===== src/rtl/mux_pkg.sv =====
// mux_pkg: shared mode constants and select-width helper for the stream mux
package mux_pkg;
  localparam logic MODE_FIXED = 1'b0;
  localparam logic MODE_RR = 1'b1;
  function automatic int sel_width(input int n);
    return (n > 1) ? $clog2(n) : 1;
  endfunction
endpackage


===== src/rtl/mux_rr_pick.sv =====
// mux_rr_pick: combinational rotating-priority picker, searching from last+1 cyclically
module mux_rr_pick
  import mux_pkg::*;
#(
  parameter int NCH = 4,
  localparam int SELW = sel_width(NCH)
) (
  input  logic [NCH-1:0]  req,
  input  logic [SELW-1:0] last,
  output logic [SELW-1:0] gnt_idx,
  output logic            gnt_any
);
  always_comb begin
    gnt_idx = '0;
    gnt_any = 1'b0;
    // walk the ring backwards so the nearest requester after last wins
    for (int i = NCH; i >= 1; i--) begin
      if (req[(32'(last) + i) % NCH]) begin
        gnt_idx = SELW'((32'(last) + i) % NCH);
        gnt_any = 1'b1;
      end
    end
  end
endmodule


===== src/rtl/mux_nto1_stream.sv =====
// mux_nto1_stream: registered N-to-1 valid/ready stream mux, fixed or round-robin select
module mux_nto1_stream
  import mux_pkg::*;
#(
  parameter int WIDTH = 8,
  parameter int NCH = 4,
  localparam int SELW = sel_width(NCH)
) (
  input  logic                 clk,
  input  logic                 rst,
  input  logic                 mode,
  input  logic [SELW-1:0]      sel,
  input  logic [NCH*WIDTH-1:0] in_data,
  input  logic [NCH-1:0]       in_valid,
  output logic [NCH-1:0]       in_ready,
  output logic [WIDTH-1:0]     out_data,
  output logic [SELW-1:0]      out_ch,
  output logic                 out_valid,
  input  logic                 out_ready
);
  logic [SELW-1:0]  last_ch, rr_idx, g;
  logic             rr_any, gv, slot_free, xfer;
  logic [WIDTH-1:0] word;
  mux_rr_pick #(.NCH(NCH)) u_pick (
    .req(in_valid),
    .last(last_ch),
    .gnt_idx(rr_idx),
    .gnt_any(rr_any)
  );
  assign slot_free = !out_valid || out_ready;
  assign g = (mode == MODE_RR) ? rr_idx : sel;
  assign gv = (mode == MODE_RR) ? rr_any : (32'(sel) < NCH);
  always_comb begin
    in_ready = '0;
    word = '0;
    for (int k = 0; k < NCH; k++) begin
      if (g == SELW'(k)) begin
        word = in_data[k*WIDTH +: WIDTH];
        in_ready[k] = slot_free && gv && !rst;
      end
    end
  end
  assign xfer = |(in_valid & in_ready);
  always_ff @(posedge clk) begin
    if (rst) begin
      out_valid <= 1'b0;
      out_data <= '0;
      out_ch <= '0;
      last_ch <= SELW'(NCH - 1);
    end else if (xfer) begin
      out_valid <= 1'b1;
      out_data <= word;
      out_ch <= g;
      last_ch <= g;
    end else if (slot_free) begin
      out_valid <= 1'b0;
    end
  end
endmodule


===== config.mk =====
export PLATFORM = sky130hd
export DESIGN_NAME = mux_nto1_stream
export DESIGN_NICKNAME = d
export VERILOG_FILES = /design/src/rtl/mux_pkg.sv /design/src/rtl/mux_rr_pick.sv /design/src/rtl/mux_nto1_stream.sv
export SDC_FILE = /design/constraint.sdc
export NUM_CORES = 1
export LEC_CHECK = 0
export BUFFER_PORTS_ARGS = -buffer_cell sky130_fd_sc_hd__buf_2
export CORE_AREA = 3 3 50 52
export DETAILED_ROUTE_END_ITERATION = 8
export DIE_AREA = 0 0 53 55
export GPL_TIMING_DRIVEN = 0
export PLACE_DENSITY = 0.81
export SYNTH_ARGS = -nofsm -noshare
export SYNTH_HDL_FRONTEND = slang
export SYNTH_HIERARCHICAL = 1
export SYNTH_SLANG_ARGS = --single-unit

===== constraint.sdc =====
create_clock -name clk -period 5.6 [get_ports clk]
set_clock_uncertainty 0.1 [all_clocks]
set_input_delay 0.56 -clock clk [delete_from_list [all_inputs] [get_ports clk]]
set_output_delay 0.56 -clock clk [all_outputs]
set_load 0.01 [all_outputs]

# Word level (Yosys, flattened, before mapping)
# Cells that the tools add are included.
# word_totals
input_bits	42
reg_bits	13
word_cells	52
# classes
eq_ne	3
add_sub_neg	4
bitwise	1
order_cmp	4
n_reduce_logical	8
mux	28
# op_table
operator	count
$mux 8	4
$mux 1	15
$lt 2x3->1 const B	4
$mux 2	5
$bmux 1 s2	4
$add 2x1->2 const B	2
$add 2x2->2 const B	2
$and 4x4->4	1
$eq 2x2->1 const B	2
$reduce_or 4->1	1
$eq 2x1->1 const B	1
$logic_and 1x1->1	2
$logic_not 1->1	2
$logic_not 2->1	1
$reduce_bool 2->1	1
$logic_or 1x1->1	1

# Depth between registers and ports, before layout
# Gate-level depths: netlist of the first run.
# depth
word_depth	14
ltp_mapped	9
ltp_nobuf	8

# Cells and area by module
# Netlist of the first run, hierarchy kept.
# by_module_without_submodules
module	seq_area_each_um2	area_per_inst_um2	cells_each	instances
mux_nto1_stream	260.2	852.1	97	1
mux_rr_pick	0.0	91.3	14	1

# Least setup slack after synthesis of the first run
# No wires, ideal clock.
# synth_path
kind	input -> output
startpoint	in in_valid[0]
endpoint	out in_ready[0]
arrival_ns	1.834
cell_stages	8
required_time_ns	4.940
path_slack_ns	3.106
cell_sequence	a21oi_1 -> a31oi_1 -> a21oi_1 -> mux2i_2 -> buf_4 -> buf_2 -> nand2_1 -> nor2_1
# synth_rtl
element	line_no	rtl
from (decl)	mux_nto1_stream.sv:14	input logic [NCH-1:0] in_valid,
$bmux 1 s2	mux_rr_pick.sv:18	if (req[(32'(last) + i) % NCH]) begin
$mux 1 (implied by the code)	mux_rr_pick.sv:18	
$mux 2 (3 in a row)	mux_rr_pick.sv:18	
$mux 2 *	mux_rr_pick.sv:18	
via rr_idx[1]	mux_nto1_stream.sv:21	logic [SELW-1:0] last_ch, rr_idx, g;
$mux 2 *	mux_nto1_stream.sv:31	assign g = (mode == MODE_RR) ? rr_idx : sel;
$logic_not 2->1 *	mux_nto1_stream.sv:37	if (g == SELW'(k)) begin
$mux 1 *	mux_nto1_stream.sv:37	
to (decl)	mux_nto1_stream.sv:15	output logic [NCH-1:0] in_ready,
# The timed path passes the listed nets; every way through them passes the cells marked *. The select of a mux whose other input is x is not followed.

# Worst setup path in the final report of the first run
# layout_path
startpoint	reg last_ch[1]
endpoint	out in_ready[1]
# layout_rtl
element	line_no	rtl
from (decl)	mux_nto1_stream.sv:21	
from (signal assigned)	mux_nto1_stream.sv:49	last_ch <= SELW'(NCH - 1);
from (signal assigned)	mux_nto1_stream.sv:54	last_ch <= g;
$add 2x1->2	mux_rr_pick.sv:18, mux_rr_pick.sv:19	
$bmux 1 s2	mux_rr_pick.sv:18	
$mux 1 (implied by the code)	mux_rr_pick.sv:18	
$mux 2 (3 in a row)	mux_rr_pick.sv:18	
$mux 2 *	mux_rr_pick.sv:18	
via rr_idx[1]	mux_nto1_stream.sv:21	
$mux 2 *	mux_nto1_stream.sv:31	
$eq 2x1->1 *	mux_nto1_stream.sv:37	
$mux 1 *	mux_nto1_stream.sv:37	
# Marks and branches as above.

==> reports/metrics.yaml, run 1 <==
timing:
  slew_headroom_pct: 65.7
  hold_viol: 0
  fmax_ghz: 0.328
  post-route-min-period_ps: 3050
  setup_violations: 0
  tightestPinTransition_ps: 505
  rsz0062_at_grt: "no"
  slew_violations: 0
  hold_ws_ps: 357
  fin_tns_setup_ps: 0
  finalCritPeriodShare_pct: 54.5
cells_and_area:
  area_growth_syn_to_layout_pct: 36.2
  num-nets-final: 214
  diodes: 0
  final_util_pct: 59.8
  fin_area_sq_um: 1280
  drive_above_1_share_pct: 42.1
  stdcell_count: 199
floorplanning:
  start_util_pct: 43.9
  core_sq_um: 2150
  rows: 17
  dieArea_sq_um: 2920
  ios: 57
  die_h_um: 55
  die_x_um: 53
synthesis:
  ys_types: 27
  synth_edf_count: 0
  ys_warn_count: 6
  syn-cell-area_sq_um: 943
  syn_inst: 111
  synth-seq-cells: 13
  yosys.area.top_type: "dfxtp_1"
  synth_common_cells: "14 x nand2_1, 13 x a21oi_1, 13 x dfxtp_1, 10 x mux2i_1"
  mappedNetlistNets: 153
  yosysMostFrequentCell: "nand2_1"
  ys_top_cells_by_area: "dfxtp_1 28%, mux2i_1 11%, a211o_1 7.4%, a21oi_1 6.9%, a211oi_1 6.4%"
  synthDominantCellAreaShare_pct: 27.6
  ys_async_sr_fraction_pct: 0
  ys_seq_area_share_pct: 27.6
  syn_avg_cell_area_sq_um: 8.50
  synth_ff_type: "dfxtp_1"
placed_design:
  dp_cells: 195
  port_buffers: 56
  gp_congestion: 0.764
  place_area_sq_um: 1260
  dp_hpwl_um: 2140
clock_tree:
  ctsResizeCount: 0
  postCtsHoldBufs: 0
  post_cts_buffers: 0
  cts_tree: "built"
  cts_num_sinks: 13
  cts_made_buffers: 3
  clock_latency_ps: 270
  cts.path.max_buffers: 2
  cts_root_buffer: "clkbuf_4"
  cts.clk_slew.worst_paths_ps: 70
  htreeDepth: 1
route:
  routed-via-count: 1042
  wl_per_cell_um: 13.1
  drt_first_pass_iters: 4
  drt_wl_total_um: 2600
  drtAntennaViolNets: 0
  drc_errors: 0
  viasPerCell: 5.24
  drtIter0Drc: 22
global_route:
  grt_use_met1_pct: 20.6
  grt_usage_pct: 19.1
  met3_usage_pct: 2.68
  gr-usage-met2_pct: 35.5
  grt_overflow: 0
  busiest_layer: "met2"
  grt_pass1_vias: 960
  grt_max_degree: 11
  grt_antenna_before_repair: 0
  grt_pass1_wl_um: 4030
power:
  powerDensity_nw_per_um2: 211
  power.ir.vdd_worst_mv: 0.139
  leakage_nw: 0.646
worst_setup_path:
  worst_setup_path_end_kind: "output port"
  required_ps: 4940
  worst-setup-path-type: "reg -> out"
  crit_fanout: 10
  r2r_cells: 9
  start_kind: "register"
  cp.arrival_ps: 2390
flow_run:
  max_cap_viol_count: 0
run_status:
  outcome: "complete, no violations"
worst_hold_path:
  min_path_cells: 2
  min-delay-path-class: "reg -> reg"
[cell type report]
class                   instances  area, sq um
plain buffers                   6         35.0
clock buffers                   4         26.3
fillers                       212          863
inverters                       1         3.75
multi-input cells              91          644
flip-flops and latches         13          260
well taps                      28         35.0
repair buffers                 56          280
[where the power goes]
part | switching (W) | total [W] | internal (W)
combinational | 0.0000573 | 0.000109 | 0.0000519
clock | 0.0000282 | 0.0000558 | 0.0000276
sequential | 0.00000551 | 0.000107 | 0.000101
[registers in the layout, indices dropped and copies added, names as in the netlist]
register / cells
last_ch: 2
out_ch: 2
out_data: 8
out_valid: 1
[path summary, 6_finish.rpt]
| check | to | slack [ps] | from |
|---|---|---|---|
| worst max register to register | out_data[3]$_SDFFE_PP0P_ | 3090 | last_ch[1]$_SDFFE_PP1P_ |
| worst min-delay path | out_data[4]$_SDFFE_PP0P_ | 360 | out_data[4]$_SDFFE_PP0P_ |
| worst min register to register | out_data[4]$_SDFFE_PP0P_ | 360 | out_data[4]$_SDFFE_PP0P_ |
| worst max-delay path | in_ready[1] | 2550 | last_ch[1]$_SDFFE_PP1P_ |
[kinds of logic after synthesis]
group	after synthesis	share of synthesized area, %
flip-flops	13	27.6
buffers and inverters	7	4.11
AND/OR/NAND/NOR	43	25.3
multiplexers	15	18.3
AO/OA/AOI/OAI	33	24.7
[stage by stage]
stage	setup slack, ps	power, W
after detailed placement	2640	0.000218
after global placement	2740	0.000215
after floorplan	3110	0.000179
final	2550	0.000272
after CTS	2560	0.000276
after global routing	2360	0.000292
[metal layers]
metal  wire, um  up-vias
li1           -      522
met2       1320       33
met4         36        0
met5          0        -
met3        157        4
met1       1090      483
[layout by cell type, fill, tap and decap left out, types with 2 or more instances in the layout]
master	instances
a211o_1	8
a211oi_1	8
a21oi_1	13
and2b_1	5
buf_2	57
clkbuf_1	4
clkbuf_4	3
dfxtp_1	13
mux2_2	2
mux2i_1	10
mux2i_2	2
nand2_1	14
nand2b_1	5
nor2_1	8
nor2b_1	6
[critical path: stages, from the launching register on]
cell	delay [ps]
dfxtp_1	450
a21oi_1	120
a31oi_1	160
a21oi_1	90
mux2i_2	430
buf_4	300
buf_2	230
nand2_1	90
nor2_1	100
buf_2	130
No activity file was read; power rests on OpenSTA's default activity.
==> run 2: changes to the inputs <==
CORE_AREA = 3 3 54 56   (was 3 3 50 52)
DIE_AREA = 0 0 57 59   (was 0 0 53 55)
PLACE_DENSITY = 0.73   (was 0.81)
clock period = 2.75 ns   (was 5.6 ns; I/O delays follow)
==> run 2 against run 1 <==
  * Utilization shrank 6.5 points
  * Setup slack lost 2300 ps
  * Critical endpoint unchanged
  * Register-to-register slack worse by 2700 ps
  * First-iteration DRC count rose by 18%
  * Clock power up 120%
  * Wire length is 7.3% higher
==> reports/metrics.yaml, run 2 (same netlist as run 1, synthesis figures left out) <==
cells_and_area:
  final_common_cell: "buf_2"
  diodes: 0  # unchanged
  reg.largest.list: "out_data (8), last_ch (2), out_ch (2)"
  drive_above_1_share_pct: 43.7  # +1.6 points
  num-nets-final: 217  # +1.4%
  largest_register_ffs: 8  # unchanged
  final_cell_mix: "57 x buf_2, 14 x nand2_1, 13 x a21oi_1, 12 x dfxtp_1, 10 x mux2i_1"
  top_register: "out_data"
  area_growth_syn_to_layout_pct: 39.9
global_route:
  grt_pass1_vias: 1005  # +4.7%
  grt_pass1_wl_um: 4370  # +8.4%
  grt_overflow: 0  # unchanged
  grt_antenna_before_repair: 0  # unchanged
  grt_max_degree: 11  # unchanged
  grt_usage_pct: 16.6  # -2.5 points
worst_setup_path:
  worst_setup_path_end_kind: "output port"
  required_ps: 2380  # -2560 ps
  cp.arrival_ps: 2100  # -290 ps
  worst-setup-path-type: "reg -> out"
  start_kind: "register"
  crit_fanout: 10  # unchanged
clock_tree:
  cts.clk_slew.worst_paths_ps: 80  # about the same
  htreeDepth: 1  # unchanged
  cts_root_buffer: "clkbuf_4"
  cts.path.max_buffers: 2  # unchanged
  cts_made_buffers: 3  # unchanged
  cts_num_sinks: 13  # unchanged
  postCtsHoldBufs: 0  # unchanged
  clock_latency_ps: 280  # about the same
  cts_tree: "built"
route:
  drtAntennaViolNets: 0  # unchanged
  drt_wl_total_um: 2790  # +7.3%
  wl_per_cell_um: 13.7  # +4.7%
  viasPerCell: 5.23  # -0.11%
  drc_errors: 0  # unchanged
  drt_first_pass_iters: 4  # unchanged
  drtIter0Drc: 26  # +18%
  routed-via-count: 1067  # +2.4%
timing:
  tightestPinTransition_ps: 506  # +0.820 ps
  fin_tns_setup_ps: 0  # unchanged
  slew_headroom_pct: 66.3  # +0.61 points
  fmax_ghz: 0.403
  rsz0062_at_grt: "no"
  slew_violations: 0  # unchanged
  hold_viol: 0  # unchanged
  setup_violations: 0  # unchanged
  post-route-min-period_ps: 2480
  finalCritPeriodShare_pct: 90.1
power:
  powerDensity_nw_per_um2: 435  # +110%
  leakage_nw: 0.660  # +2.2%
  fin_total_pwr_w: 0.000574  # +110%
  power.ir.vdd_worst_mv: 0.251  # +80%
placed_design:
  port_buffers: 56  # unchanged
  dp_hpwl_um: 2150  # +0.50%
  gp_congestion: 0.716  # -6.3%
floorplanning:
  ios: 57  # unchanged
  die_x_um: 57  # +7.5%
  start_util_pct: 38.1  # -5.8 points
  core_sq_um: 2480  # +15%
  die_h_um: 59  # +7.3%
  dieArea_sq_um: 3360  # +15%
  rows: 18  # +1
worst_hold_path:
  min-delay-path-class: "in -> reg"
run_status:
  outcome: "complete, no violations"
flow_run:
  max_cap_viol_count: 0  # unchanged
run 2: cell count changes in the layout (fill, tap and decap cells not counted):
cell / previous run / this run
mux2i_4: 0 / 1
dfxtp_1: 13 / 12
dfxtp_2: 0 / 1
mux2i_2: 2 / 1
buf_4: 1 / 4
run 2: final timing paths:
| kind | startpoint | end | slack (ps) | cells past startpoint |
|---|---|---|---|---|
| max reg2reg | last_ch[1]$_SDFFE_PP1P_ | out_data[4]$_SDFFE_PP0P_ | 360 | 9 |
| min | rst | out_ch[0]$_SDFFE_PP0P_ | 170 | 2 |
| max | last_ch[1]$_SDFFE_PP1P_ | in_ready[1] | 270 | 9 |
| min reg2reg | out_data[3]$_SDFFE_PP0P_ | out_data[3]$_SDFFE_PP0P_ | 360 | 2 |
run 2: report_power, final:
group	switching, W	internal, W	leakage (nW)
clock network	0.0000651	0.0000563	0.0150
registers	0.0000116	0.000206	0.106
logic	0.000122	0.000113	0.539
run 2: worst max-delay path, cell delays in order, from the launching register on:
cell     delay, ps
dfxtp_2        400
a21oi_1         90
a31oi_1        140
a21oi_1        120
mux2i_4        230
buf_4          250
buf_2          260
nand2_1        110
nor2_1         100
buf_2          130
run 2: cell type report:
| type | count | area, sq um |
|---|---|---|
| plain buffers | 6 | 35.0 |
| flip-flops and latches | 13 | 262 |
| repair buffers | 59 | 303 |
| well taps | 30 | 37.5 |
| clock buffers | 4 | 26.3 |
| fillers | 258 | 1160 |
| inverters | 1 | 3.75 |
| multi-input cells | 91 | 653 |
run 2: through the flow:
stage / instance area (sq um) / hold WS (ps) / setup WS (ps) / util, % / cells
floorplan: 943 / 245 / 556 / - / 111
CTS: 1300 / 161 / 80.7 / 52.3 / 201
finish: 1320 / 165 / 272 / 53.3 / 204
global route: 1320 / 160 / 92.0 / 53.3 / 204
detailed placement: 1260 / 345 / 202 / 50.9 / 197
global placement: 1260 / 342 / 249 / 50.9 / 197
run 2: routing by layer:
layer | GRT usage, % | wire length [um] | part of all wire, %
met1 | 20.4 | 1190 | 43
met2 | 29.0 | 1340 | 48
met3 | 3.27 | 239 | 8.6
met4 | 5.96 | 27 | 0.97
met5 | 0 | 0 | 0
run 2: repair_timing:
action                     in CTS  in global routing
pin swaps                       0                  0
setup endpoints to repair       2                  2
gates resized for setup         1                  1
setup buffers                   0                  3
==> run 3: changes to the inputs <==
ABC_AREA = 1   (was default)
CORE_AREA = 3 3 58 60   (was 3 3 54 56)
DIE_AREA = 0 0 61 63   (was 0 0 57 59)
PLACE_DENSITY = 0.74   (was 0.73)
==> run 3 against run 2 <==
  * Wire length increased by 2.7%
  * Register-to-register slack better by 90 ps
  * Area after synthesis rose by 26%
  * Design area is 16% higher
  * Count of clock-buffer cells in the layout did not move
  * Worst hold slack got worse by 58 ps
  * Global-route usage fell by 0.53 points
  * Non-clock buffer count is 6 lower
  * Clock power is essentially flat
  * Final cell count is 35% higher
  * Largest cell class unchanged
==> reports/metrics.yaml, run 3 <==
floorplanning:
  core_sq_um: 2980  # +20%
  dieArea_sq_um: 3840  # +14%
  die_x_um: 61  # +7.0%
  ios: 57  # unchanged
  rows: 20  # +2
  die_h_um: 63  # +6.8%
  start_util_pct: 39.9  # +1.8 points
worst_setup_path:
  crit_buf_inv: 3  # unchanged
  cp_slowest_stage_delay_ps: 370  # -30 ps
  r2r_cells: 19  # +10
  start_kind: "register"
  r2r_end: "out_data[4]$_SDFFE_PP0P_"
  crit_family: "simple AND/OR/NAND/NOR gates"
  worst-setup-path-type: "reg -> reg"
  reg2reg_from: "last_ch[0]$_SDFFE_PP1P_"
  critical_path_cell_count: 19  # +10
  crit_fanout: 10  # unchanged
  critPathSlowestCell: "dfxtp_1"
  worst_setup_path_end_kind: "register"
  crit_chain: "buf_6 > inv_8 > nand2_1 > nand2_1 > nand2_1 > nand2_1 > nand2_1 > nand2_1 > nand2_1 > nand2_1 > nand2_1 > nand2_4 > nor2_4 > nand3_2 > nand2_4 > nor2_4 > buf_6 > nand2_2 > a21oi_2"
  cp.arrival_ps: 2340  # +240 ps
  cp_common_cell: "nand2_1"
  reg2reg_slack_ps: 450  # +90 ps
  required_ps: 2790  # +410 ps
power:
  powerDensity_nw_per_um2: 698  # +60%
  leakage_nw: 0.823  # +25%
  power.ir.vdd_worst_mv: 0.374  # +49%
route:
  routed-via-count: 1321  # +24%
  drc_errors: 0  # unchanged
  viasPerCell: 4.80  # -8.2%
  drt_wl_total_um: 2870  # +2.7%
  drt_first_pass_iters: 4  # unchanged
  drtAntennaViolNets: 0  # unchanged
  drtIter0Drc: 36  # +38%
  wl_per_cell_um: 10.4  # -24%
clock_tree:
  cts.path.max_buffers: 2  # unchanged
  htreeDepth: 1  # unchanged
  cts_made_buffers: 3  # unchanged
  postCtsHoldBufs: 0  # unchanged
  post_cts_buffers: 0  # unchanged
  ctsResizeCount: 0  # -1
  cts_root_buffer: "clkbuf_4"
  cts.clk_slew.worst_paths_ps: 80  # about the same
  cts_num_sinks: 13  # unchanged
  cts_tree: "built"
  clock_latency_ps: 280  # about the same
synthesis:
  synth_edf_count: 0  # unchanged
  yosys.area.top_type: "nand2_1"
  synth-seq-cells: 13  # unchanged
  ys_top_cells_by_area: "nand2_1 23%, dfxtp_1 22%, nand2_2 14%, a21oi_2 7.4%, nand2_4 4.7%"
  synthDominantCellAreaShare_pct: 22.7  # -4.8 points
  ys_async_sr_fraction_pct: 0  # unchanged
  syn-cell-area_sq_um: 1190  # +26%
  yosysMostFrequentCell: "nand2_1"
  ys_types: 22  # -19%
  syn_avg_cell_area_sq_um: 6.53  # -23%
  mappedNetlistNets: 224  # +46%
  ys_seq_area_share_pct: 21.9  # -5.7 points
  synth_common_cells: "72 x nand2_1, 26 x nand2_2, 14 x inv_1, 13 x dfxtp_1, 10 x a21oi_2"
  ys_warn_count: 6  # unchanged
  syn_inst: 182  # +64%
  synth_ff_type: "dfxtp_1"
timing:
  fmax_ghz: 0.435  # +7.9%
  slew_headroom_pct: 55.2  # -11 points
  hold_viol: 0  # unchanged
  slew_violations: 0  # unchanged
  post-route-min-period_ps: 2300  # -181 ps
  setup_violations: 0  # unchanged
  setup_slack_ps: 452  # +181 ps
  rsz0062_at_grt: "no"
  tightestPinTransition_ps: 672  # +166 ps
  finalCritPeriodShare_pct: 83.6  # -6.6 points
  fin_tns_setup_ps: 0  # unchanged
global_route:
  grt_antenna_before_repair: 0  # unchanged
  grt_pass1_wl_um: 4790  # +9.6%
  grt_overflow: 0  # unchanged
  grt_usage_pct: 16.1  # -0.53 points
  grt_max_degree: 11  # unchanged
  grt_pass1_vias: 1165  # +16%
placed_design:
  dp_cells: 271  # +38%
  place_area_sq_um: 1510  # +20%
  dp_hpwl_um: 2420  # +12%
  port_buffers: 56  # unchanged
  gp_congestion: 0.844  # +18%
  dp_worst_setup_slack_ps: 459  # +257 ps
worst_hold_path:
  min-delay-path-class: "in -> reg"
  hold-path-endpoint: "last_ch[1]$_SDFFE_PP1P_"
  worstHoldStart: "rst"
  min_path_cells: 3  # +1
cells_and_area:
  final_common_cell: "nand2_1"
  final_util_pct: 51.6  # -1.7 points
  num-nets-final: 285  # +31%
  stdcell_count: 275  # +35%
  reg.largest.list: "out_data (8), last_ch (2), out_ch (2)"
  area_growth_syn_to_layout_pct: 29.3
  drive_above_1_share_pct: 49.2  # +5.5 points
  diodes: 0  # unchanged
  final_cell_mix: "72 x nand2_1, 56 x buf_2, 26 x nand2_2, 14 x inv_1, 13 x dfxtp_1"
  largest_register_ffs: 8  # unchanged
  top_register: "out_data"
  fin_area_sq_um: 1540  # +16%
run_status:
  outcome: "complete, no violations"
flow_run:
  max_cap_viol_count: 0  # unchanged
## run 3: changes by cell type in the layout (fill, tap and decap cells not counted), sizes merged, moves of 3 or more
cell,delta
a211o,-8
nor2b,-6
inv,+18
a211oi,-8
nand4,+8
mux2i,-12
a21oi,-3
buf,-4
nand3,+8
and2b,-5
nand2b,-5
nand2,+89
## run 3: layer usage
| metal | routed length [um] | share of wire (%) | track usage, % | up-vias |
|---|---|---|---|---|
| li1 | - | - | - | 693 |
| met1 | 1270 | 44 | 20.3 | 576 |
| met2 | 1290 | 45 | 26.5 | 48 |
| met3 | 286 | 10 | 5.17 | 4 |
| met4 | 23 | 0.80 | 3.25 | 0 |
| met5 | 0 | 0 | 0 | - |
## run 3: cell families after synthesis
family	synth area share [%]
flip-flops	21.9
AND/OR/NAND/NOR	60.5
AO/OA/AOI/OAI	8.53
buffers and inverters	9.05
## run 3: power by group
part	internal, W	switching [W]
Combinational	0.000263	0.000430
Clock	0.0000563	0.0000651
Sequential	0.000230	0.0000276
## run 3: worst max path at each step
stage | to | slack (ps) | start
2_1_floorplan | out_ch[0]$_SDFFE_PP0P_ | 680 | last_ch[0]$_SDFFE_PP1P_
3_3_place_gp | out_data[2]$_SDFFE_PP0P_ | 480 | last_ch[0]$_SDFFE_PP1P_
3_5_place_dp | out_data[4]$_SDFFE_PP0P_ | 460 | last_ch[0]$_SDFFE_PP1P_
4_1_cts | out_data[4]$_SDFFE_PP0P_ | 430 | last_ch[0]$_SDFFE_PP1P_
5_1_grt | out_data[5]$_SDFFE_PP0P_ | 180 | last_ch[0]$_SDFFE_PP1P_
6_report | out_data[4]$_SDFFE_PP0P_ | 450 | last_ch[0]$_SDFFE_PP1P_
## run 3: worst register-to-register path, delay by kind of cell (launching register included)
kind                   cells  cell delay [ps]
and+or+nand+nor           15             1280
DFF                        1              370
buffers and inverters      3              360
AOI/OAI and AO/OA          1               50
## run 3: area by class of cell
cell class                 instances  area, sq um
tap                               33         41.3
multi-input combinational        147          821
fill                             317         1440
clock buffer                       4         26.3
buffer                             3         26.3
sequential                        13          260
inverter                          19         81.3
timing repair buffer              56          280
## run 3: per-stage QoR
stage | total power (W) | hold slack [ps]
6_report | 0.00107 | 107
5_1_grt | 0.00117 | 125
4_1_cts | 0.00108 | 107
3_5_place_dp | 0.000961 | 359
3_3_place_gp | 0.000955 | 356
2_1_floorplan | 0.000798 | 276
